### src/rtl/imem_boot_loader.sv
`default_nettype none
// ============================================================================
// Module      : imem_boot_loader
// Description : Streams a program image (header N, N instruction words,
//               checksum word) into the instruction memory write port and
//               holds the core in reset until the image has been written
//               and its additive checksum verified. A malformed image
//               (oversize header or checksum mismatch) latches a sticky
//               error and keeps the core halted until the next start.
//
// Ports:
//   clk          in   system clock, rising edge
//   rst          in   synchronous active-high reset
//   start        in   one-cycle pulse, begins a load from IDLE/RUN/ERROR
//   in_valid     in   stream word valid
//   in_data      in   stream word (header, instruction or checksum)
//   in_ready     out  stream word accepted this cycle when in_valid is high
//   imem_we      out  instruction memory write enable (one pulse per word)
//   imem_addr    out  instruction memory word address
//   imem_wdata   out  instruction memory write data
//   core_run     out  1 = core released, 0 = core held in reset
//   busy         out  load in progress (HDR, DATA, SUM)
//   error        out  sticky image error
//   words_loaded out  instruction words written in the current load
//
// Revision    : 1.0  initial release
// ============================================================================
module imem_boot_loader #(
    parameter int ADDR_WIDTH = 10,
    parameter int DATA_WIDTH = 32
) (
    input  logic                  clk,
    input  logic                  rst,
    input  logic                  start,
    input  logic                  in_valid,
    input  logic [DATA_WIDTH-1:0] in_data,
    output logic                  in_ready,
    output logic                  imem_we,
    output logic [ADDR_WIDTH-1:0] imem_addr,
    output logic [DATA_WIDTH-1:0] imem_wdata,
    output logic                  core_run,
    output logic                  busy,
    output logic                  error,
    output logic [ADDR_WIDTH:0]   words_loaded
);

    // Memory capacity, held one bit wider than a stream word so the header
    // comparison stays a plain unsigned compare over the full word.
    localparam logic [DATA_WIDTH:0] c_depth =
        {{DATA_WIDTH{1'b0}}, 1'b1} << ADDR_WIDTH;

    typedef enum logic [2:0] {
        S_IDLE  = 3'd0,
        S_HDR   = 3'd1,
        S_DATA  = 3'd2,
        S_SUM   = 3'd3,
        S_RUN   = 3'd4,
        S_ERROR = 3'd5
    } state_t;

    state_t                  r_state;
    state_t                  w_state_next;

    logic                    r_in_ready;
    logic                    r_busy;
    logic                    r_core_run;
    logic                    r_error;
    logic                    r_we;
    logic [ADDR_WIDTH-1:0]   r_addr;
    logic [DATA_WIDTH-1:0]   r_wdata;
    logic [ADDR_WIDTH:0]     r_count;
    logic [ADDR_WIDTH:0]     r_n;
    logic [DATA_WIDTH-1:0]   r_acc;

    logic                    w_xfer;
    logic                    w_hdr_over;
    logic                    w_hdr_zero;
    logic                    w_last_word;
    logic                    w_enter_hdr;
    logic                    w_next_busy;
    logic [ADDR_WIDTH:0]     w_count_inc;
    logic [DATA_WIDTH-1:0]   w_acc_sum;

    assign w_xfer      = in_valid && r_in_ready;
    assign w_hdr_over  = {1'b0, in_data} > c_depth;
    assign w_hdr_zero  = (in_data == '0);
    assign w_count_inc = r_count + 1'b1;
    assign w_last_word = (w_count_inc == r_n);
    assign w_acc_sum   = r_acc + in_data;

    // A load can only be (re)started from a non-busy state.
    assign w_enter_hdr = start && (r_state == S_IDLE || r_state == S_RUN ||
                                   r_state == S_ERROR);

    assign w_next_busy = (w_state_next == S_HDR) || (w_state_next == S_DATA) ||
                         (w_state_next == S_SUM);

    // ------------------------------------------------------------------
    // State register
    // ------------------------------------------------------------------
    always_ff @(posedge clk) begin
        if (rst) begin
            r_state <= S_IDLE;
        end else begin
            r_state <= w_state_next;
        end
    end

    // ------------------------------------------------------------------
    // Next-state logic
    // ------------------------------------------------------------------
    always_comb begin
        w_state_next = r_state;
        case (r_state)
            S_IDLE, S_RUN, S_ERROR: begin
                if (start) begin
                    w_state_next = S_HDR;
                end
            end
            S_HDR: begin
                if (w_xfer) begin
                    if (w_hdr_over) begin
                        w_state_next = S_ERROR;
                    end else if (w_hdr_zero) begin
                        w_state_next = S_SUM;
                    end else begin
                        w_state_next = S_DATA;
                    end
                end
            end
            S_DATA: begin
                if (w_xfer && w_last_word) begin
                    w_state_next = S_SUM;
                end
            end
            S_SUM: begin
                if (w_xfer) begin
                    // The accumulator already holds the final data word.
                    if (in_data == r_acc) begin
                        w_state_next = S_RUN;
                    end else begin
                        w_state_next = S_ERROR;
                    end
                end
            end
            default: begin
                w_state_next = S_IDLE;
            end
        endcase
    end

    // ------------------------------------------------------------------
    // Status outputs, registered from the next state so they change on the
    // same edge as the state itself (core_run drops as busy rises).
    // ------------------------------------------------------------------
    always_ff @(posedge clk) begin
        if (rst) begin
            r_in_ready <= 1'b0;
            r_busy     <= 1'b0;
            r_core_run <= 1'b0;
            r_error    <= 1'b0;
        end else begin
            r_in_ready <= w_next_busy;
            r_busy     <= w_next_busy;
            r_core_run <= (w_state_next == S_RUN);
            r_error    <= (w_state_next == S_ERROR);
        end
    end

    // ------------------------------------------------------------------
    // Datapath: header latch, word counter, checksum accumulator and the
    // one-cycle-delayed memory write port.
    // ------------------------------------------------------------------
    always_ff @(posedge clk) begin
        if (rst) begin
            r_we    <= 1'b0;
            r_addr  <= '0;
            r_wdata <= '0;
            r_count <= '0;
            r_n     <= '0;
            r_acc   <= '0;
        end else begin
            r_we <= 1'b0;

            if (w_enter_hdr) begin
                r_count <= '0;
                r_acc   <= '0;
            end

            // Only legal headers (N <= DEPTH) are used afterwards, and those
            // fit in ADDR_WIDTH+1 bits.
            if (w_xfer && r_state == S_HDR) begin
                r_n <= in_data[ADDR_WIDTH:0];
            end

            if (w_xfer && r_state == S_DATA) begin
                r_we    <= 1'b1;
                r_addr  <= r_count[ADDR_WIDTH-1:0];
                r_wdata <= in_data;
                r_acc   <= w_acc_sum;
                r_count <= w_count_inc;
            end
        end
    end

    assign in_ready     = r_in_ready;
    assign busy         = r_busy;
    assign core_run     = r_core_run;
    assign error        = r_error;
    assign imem_we      = r_we;
    assign imem_addr    = r_addr;
    assign imem_wdata   = r_wdata;
    assign words_loaded = r_count;

endmodule
`default_nettype wire

### config.mk
export PLATFORM = sky130hd
export DESIGN_NAME = imem_boot_loader
export DESIGN_NICKNAME = d
export VERILOG_FILES = /design/src/rtl/imem_boot_loader.sv
export SDC_FILE = /design/constraint.sdc
export NUM_CORES = 1
export LEC_CHECK = 0
export ABC_AREA = 1
export CAP_MARGIN = 20
export CELL_PAD_IN_SITES_DETAIL_PLACEMENT = 1
export CELL_PAD_IN_SITES_GLOBAL_PLACEMENT = 1
export CORE_ASPECT_RATIO = 0.75
export CORE_MARGIN = 8
export CORE_UTILIZATION = 38
export CTS_CLUSTER_DIAMETER = 150
export CTS_CLUSTER_SIZE = 14
export DETAILED_ROUTE_END_ITERATION = 8
export PLACE_DENSITY_LB_ADDON = 0.3
export SKIP_CTS_REPAIR_TIMING = 1
export SLEW_MARGIN = 20
export SYNTH_ARGS = -nofsm -noshare
export SYNTH_HDL_FRONTEND = slang
export SYNTH_SLANG_ARGS = --single-unit
export TNS_END_PERCENT = 10
### constraint.sdc
create_clock -name clk -period 2.46 [get_ports clk]
set_input_delay 0.492 -clock clk [delete_from_list [all_inputs] [get_ports clk]]
set_output_delay 0.492 -clock clk [all_outputs]
set_load 0.05 [all_outputs]
; ---- Word-level counts from Yosys, hierarchy flattened
; Index checks and enable logic that the tools add are counted.
[op_classes]
addsub = 2
n_lt_le_gt_ge = 1
n_reduce_logical = 13
n_mux = 13
n_eq_ne = 12
[ops]
columns = cell, n
row1 = 32-bit 2-to-1 mux, 2
row2 = 32-bit adder, 1
row3 = 32-bit == test, 1
row4 = "32-bit by 11-bit greater-than comparator with 1-bit output, second input constant", 1
row5 = 32-bit zero test, 1
row6 = 11-bit 2-to-1 mux, 2
row7 = 3-bit 2-to-1 mux, 5
row8 = "3-bit by 2-bit == test with 1-bit output, second input constant", 4
row9 = "3-bit == test, second input constant", 4
row10 = 3-bit one-hot mux with 4 select lines, 1
row11 = "11-bit by 1-bit adder with 11-bit output, second input constant", 1
row12 = 11-bit == test, 1
row13 = "3-bit by 1-bit == test with 1-bit output, second input constant", 2
row14 = 1-bit logical AND, 5
row15 = 1-bit logical OR, 4
row16 = 3-bit zero test, 1
row17 = 1-bit 2-to-1 mux, 3
row18 = 3-bit OR reduction, 1
row19 = 2-bit nonzero test, 1
[totals]
out_inout_bits = 58
input_bits = 36
elab_cells = 51
ff_bits = 103

; ---- Depth between registers and ports, before layout
[logic_depth]
word_depth = 8
depth_mapped = 15
ltp_nobuf = 15

; ---- Least setup slack after synthesis
; No wires, ideal clock.
[synth_path]
path_kind = input -> register
from = in in_data[0]
to = reg r_acc[22]
path_slack_ps = 405
setup_time_ps = 114
stages = 14
t_required_ps = 2346
t_arrival_ps = 1941
path_buffers = 0
path_cell_list = ha_1 -> fa_1 -> nand2_1 -> nand2_1 -> o21ai_1 -> o21ai_2 -> nand2_1 -> nand2_2 -> nand2_1 -> nand2_1 -> nand2_1 -> nand3b_1 -> nand3_1 -> nand2_1
[synth_via]
elab_chain_len = 2
[synth_rtl]
columns = element, line_no
row1 = "start, declared", 36  ; input logic [DATA_WIDTH-1:0] in_data,
row2 = 32-bit adder, 89  ; assign w_acc_sum = r_acc + in_data;
row3 = 32-bit 2-to-1 mux, 196  ; if (w_xfer && r_state == S_DATA) begin
row4 = "end signal, assigned", 200  ; r_acc <= w_acc_sum;
row5 = "end, declared", 73  ; logic [DATA_WIDTH-1:0] r_acc;
; Every way passes these cells.
; A chain may end at the register's enable or synchronous reset.

; ---- Worst setup path after layout
[layout_path]
from = in in_data[0]
to = reg r_acc[20]
; Same word-level chain as after synthesis.

==> flow_metrics.env <==
export IMPL_status="finished clean"
export IMPL_worstSkewPairLatency_ns=0.36
export IMPL_ys_async_sr_fraction_pct=0
export IMPL_dr_pass1_iters=5
export IMPL_avgViaCountPerCell=5.21
export IMPL_seq_area_frac_synth_pct=34.7
export IMPL_top_layer="met4"
export IMPL_p_leak_uw=0.00357
export IMPL_dp_hpwl_um=17900
export IMPL_synthXorXnorAreaFrac_pct=0.442
export IMPL_synth_top_area_share_pct=34.7
export IMPL_finalHoldViolCount=0
export IMPL_place_area_sq_mm=0.00788
export IMPL_core_area_sq_mm=0.0153
export IMPL_clk_path_buf_depth=2
export IMPL_gp_congestion=0.915
export IMPL_grt_use_total_pct=22.1
export IMPL_synth_edf_count=0
export IMPL_layout_cells_non_filler=1308
export IMPL_synth_compound_area_share_pct=19.3
export IMPL_area_growth_pct=38.1
export IMPL_wl_per_cell_um=17.2
export IMPL_diodes=0
export IMPL_antenna_found_initial=0
export IMPL_yosysUniqueCellTypes=37
export IMPL_hold_end="r_acc[15]"
export IMPL_rr_startpoint="words_loaded[1]"
export IMPL_critical_path_class="in2reg"
export IMPL_die_area_sq_mm=0.0199
export IMPL_die_x_um=160
export IMPL_powerDensity_mw_per_mm2=435
export IMPL_clockRootBuffer="clkbuf_16"
export IMPL_utilization_pct=53.7
export IMPL_syn_nets=982
export IMPL_cap_violations=0
export IMPL_ioPinCount=94
export IMPL_fin_nets=1168
export IMPL_drc=0
export IMPL_grt_max_degree=67
export IMPL_first_iter_violations=457
export IMPL_cts_tree="built"
export IMPL_synth_mux_area_fraction_pct=0
export IMPL_tightest_slew_ns=0.592
export IMPL_synth_simple_gate_area_share_pct=31.7
export IMPL_ys_flop_type="dfxtp_1"
export IMPL_finClkSkew_ns=0.0138
export IMPL_drt_wl_total_um=22500
export IMPL_synth_top_family_by_area="simple AND/OR/NAND/NOR gates"
export IMPL_placed_cells=1293
export IMPL_netlist_area_sq_mm=0.00594
export IMPL_yosysTopAreaCell="dfxtp_1"
export IMPL_fp_row_count=39
export IMPL_wl_met2_um=9550
export IMPL_synth_most_common_cell="nand2_1"
export IMPL_synth_area_leaders="dfxtp_1 35%, nand2_1 13%, nor2_1 10%, o21ai_0 8.5%, a21oi_1 6.9%"
export IMPL_numClockSinks=103
export IMPL_first_global_vias=6862
export IMPL_reg2reg_depth=13
export IMPL_worst_ep_required_time_ns=2.76
export IMPL_rsz0062_at_grt="true"
export IMPL_grt_overflow=0
export IMPL_yosys_warnings=0
export IMPL_grt_pass1_wl_um=35900
export IMPL_setup_viol=0
export IMPL_pre_cts_ws_ns=-0.335
export IMPL_drv_slew=0
export IMPL_synth_area_per_cell_sq_um=6.51
export IMPL_fin_ws_ns=0.0904
export IMPL_wl_met1_um=11300
export IMPL_hold_path_class="reg2reg"
export IMPL_period_needed_ns=2.37
export IMPL_reg2reg_to="error"
export IMPL_io_buffers=93
export IMPL_hold_depth=2
export IMPL_final_cell_area_sq_mm=0.00821
export IMPL_layout_drive_gt1_share_pct=13.7
export IMPL_synth_seq_cells=103
export IMPL_reg2reg_setup_slack_ns=0.37
export IMPL_fmax_ghz=0.422
export IMPL_min_period_over_period_pct=96.3
export IMPL_vdd_drop_max_mv=0.308
export IMPL_synth_adder_area_share_pct=7.07
export IMPL_ant_nets=0
export IMPL_vias=6813
export IMPL_start_kind="primary input"
export IMPL_synth_commonest_cells="210 x nand2_1, 161 x nor2_1, 103 x dfxtp_1"
export IMPL_cts_buffers=9
export IMPL_synthCells=913
export IMPL_worstPathArrival_ns=2.67
export IMPL_htree_levels=3
export IMPL_crit_fanout=3
export IMPL_cts_clk_slew_worst_paths_ns=0.07
export IMPL_wl_met3_um=1450
export IMPL_die_y_um=124
export IMPL_end_kind="flip-flop"
export IMPL_slew_headroom_pct=60.5
export IMPL_start_util_pct=38.9
export IMPL_hold_start="r_acc[15]"
[kinds of logic after synthesis]
logic type,count (synthesis)
simple gates,457
compound gates,215
flops,103
buf+inv,102
fa+ha+maj,33
xor+xnor,3
[flip-flops by register name, summed over array words and instances (netlist names)]
name and cells:
core_run 1, error 1, busy 1, r_state 3, imem_we 1, words_loaded 11
imem_wdata 32, r_acc 32, r_n 11, imem_addr 10
[layer usage]
layer / global-route usage (%) / vias up
li1: - / 3379
met1: 32.2 / 3248
met2: 32.7 / 168
met3: 4.69 / 18
met4: 4.61 / 0
met5: 0 / -
[metrics by stage]
step | total power (uW) | setup TNS (ns) | hold slack (ns)
detailed placement | 2180 | -6.51 | 0.447
floorplan | 1930 | 0 | 0.430
global placement | 2180 | -4.75 | 0.443
finish | 3570 | 0 | 0.459
global route | 3710 | -0.0426 | 0.481
CTS | 3600 | 0 | 0.466
[power breakdown]
part / internal, uW / switching, uW
clock network: 698 / 713
logic: 205 / 268
registers: 1680 / 10.2
total: 2580 / 992
[worst max-delay path by stage]
| stage | start | to | depth (start not counted) |
|---|---|---|---|
| after global routing | in_data[0] | r_acc[22] | 15 |
| after floorplan | in_data[0] | r_acc[22] | 14 |
| after CTS | in_data[0] | r_acc[20] | 14 |
| after detailed placement | in_data[0] | r_acc[20] | 14 |
| final | in_data[0] | r_acc[20] | 14 |
| after global placement | in_data[0] | r_acc[22] | 15 |
[worst max-delay path: stages]
cell,delay [ns]
clkdlybuf4s50_1,0.46
ha_2,0.22
fa_1,0.38
nand2_1,0.10
nand2_1,0.07
o21ai_2,0.10
inv_1,0.09
nand3_1,0.08
nand3_1,0.13
nand2_1,0.11
o21ai_0,0.10
a21oi_1,0.14
o21ai_0,0.11
nand2_1,0.07
[layout make-up]
| class | instances | area, sq um |
|---|---|---|
| clock buffers | 9 | 225 |
| clock inverters | 6 | 57.6 |
| fillers | 2022 | 7070 |
| inverters | 77 | 289 |
| multi-input cells | 708 | 3530 |
| flip-flops and latches | 103 | 2060 |
| well taps | 205 | 256 |
| repair buffers | 200 | 1790 |
[cells in the final DEF (no fill, tap or decap), types with 4 or more instances in the layout]
master           count
ha_1                30
nor3_1               7
nand2_1            209
nor2_2               8
nand2_2              4
a21o_1               5
nand4_1              7
o21ai_1              6
o21bai_1             5
buf_12               4
nand3b_1             6
o21a_1               5
dfxtp_1            103
nor2_1             158
inv_1               74
nand3_1             48
clkbuf_16            9
buf_4              103
a21oi_1             80
o21ai_0            100
clkdlybuf4s50_1     92
Power figures use the tool's default switching activity.
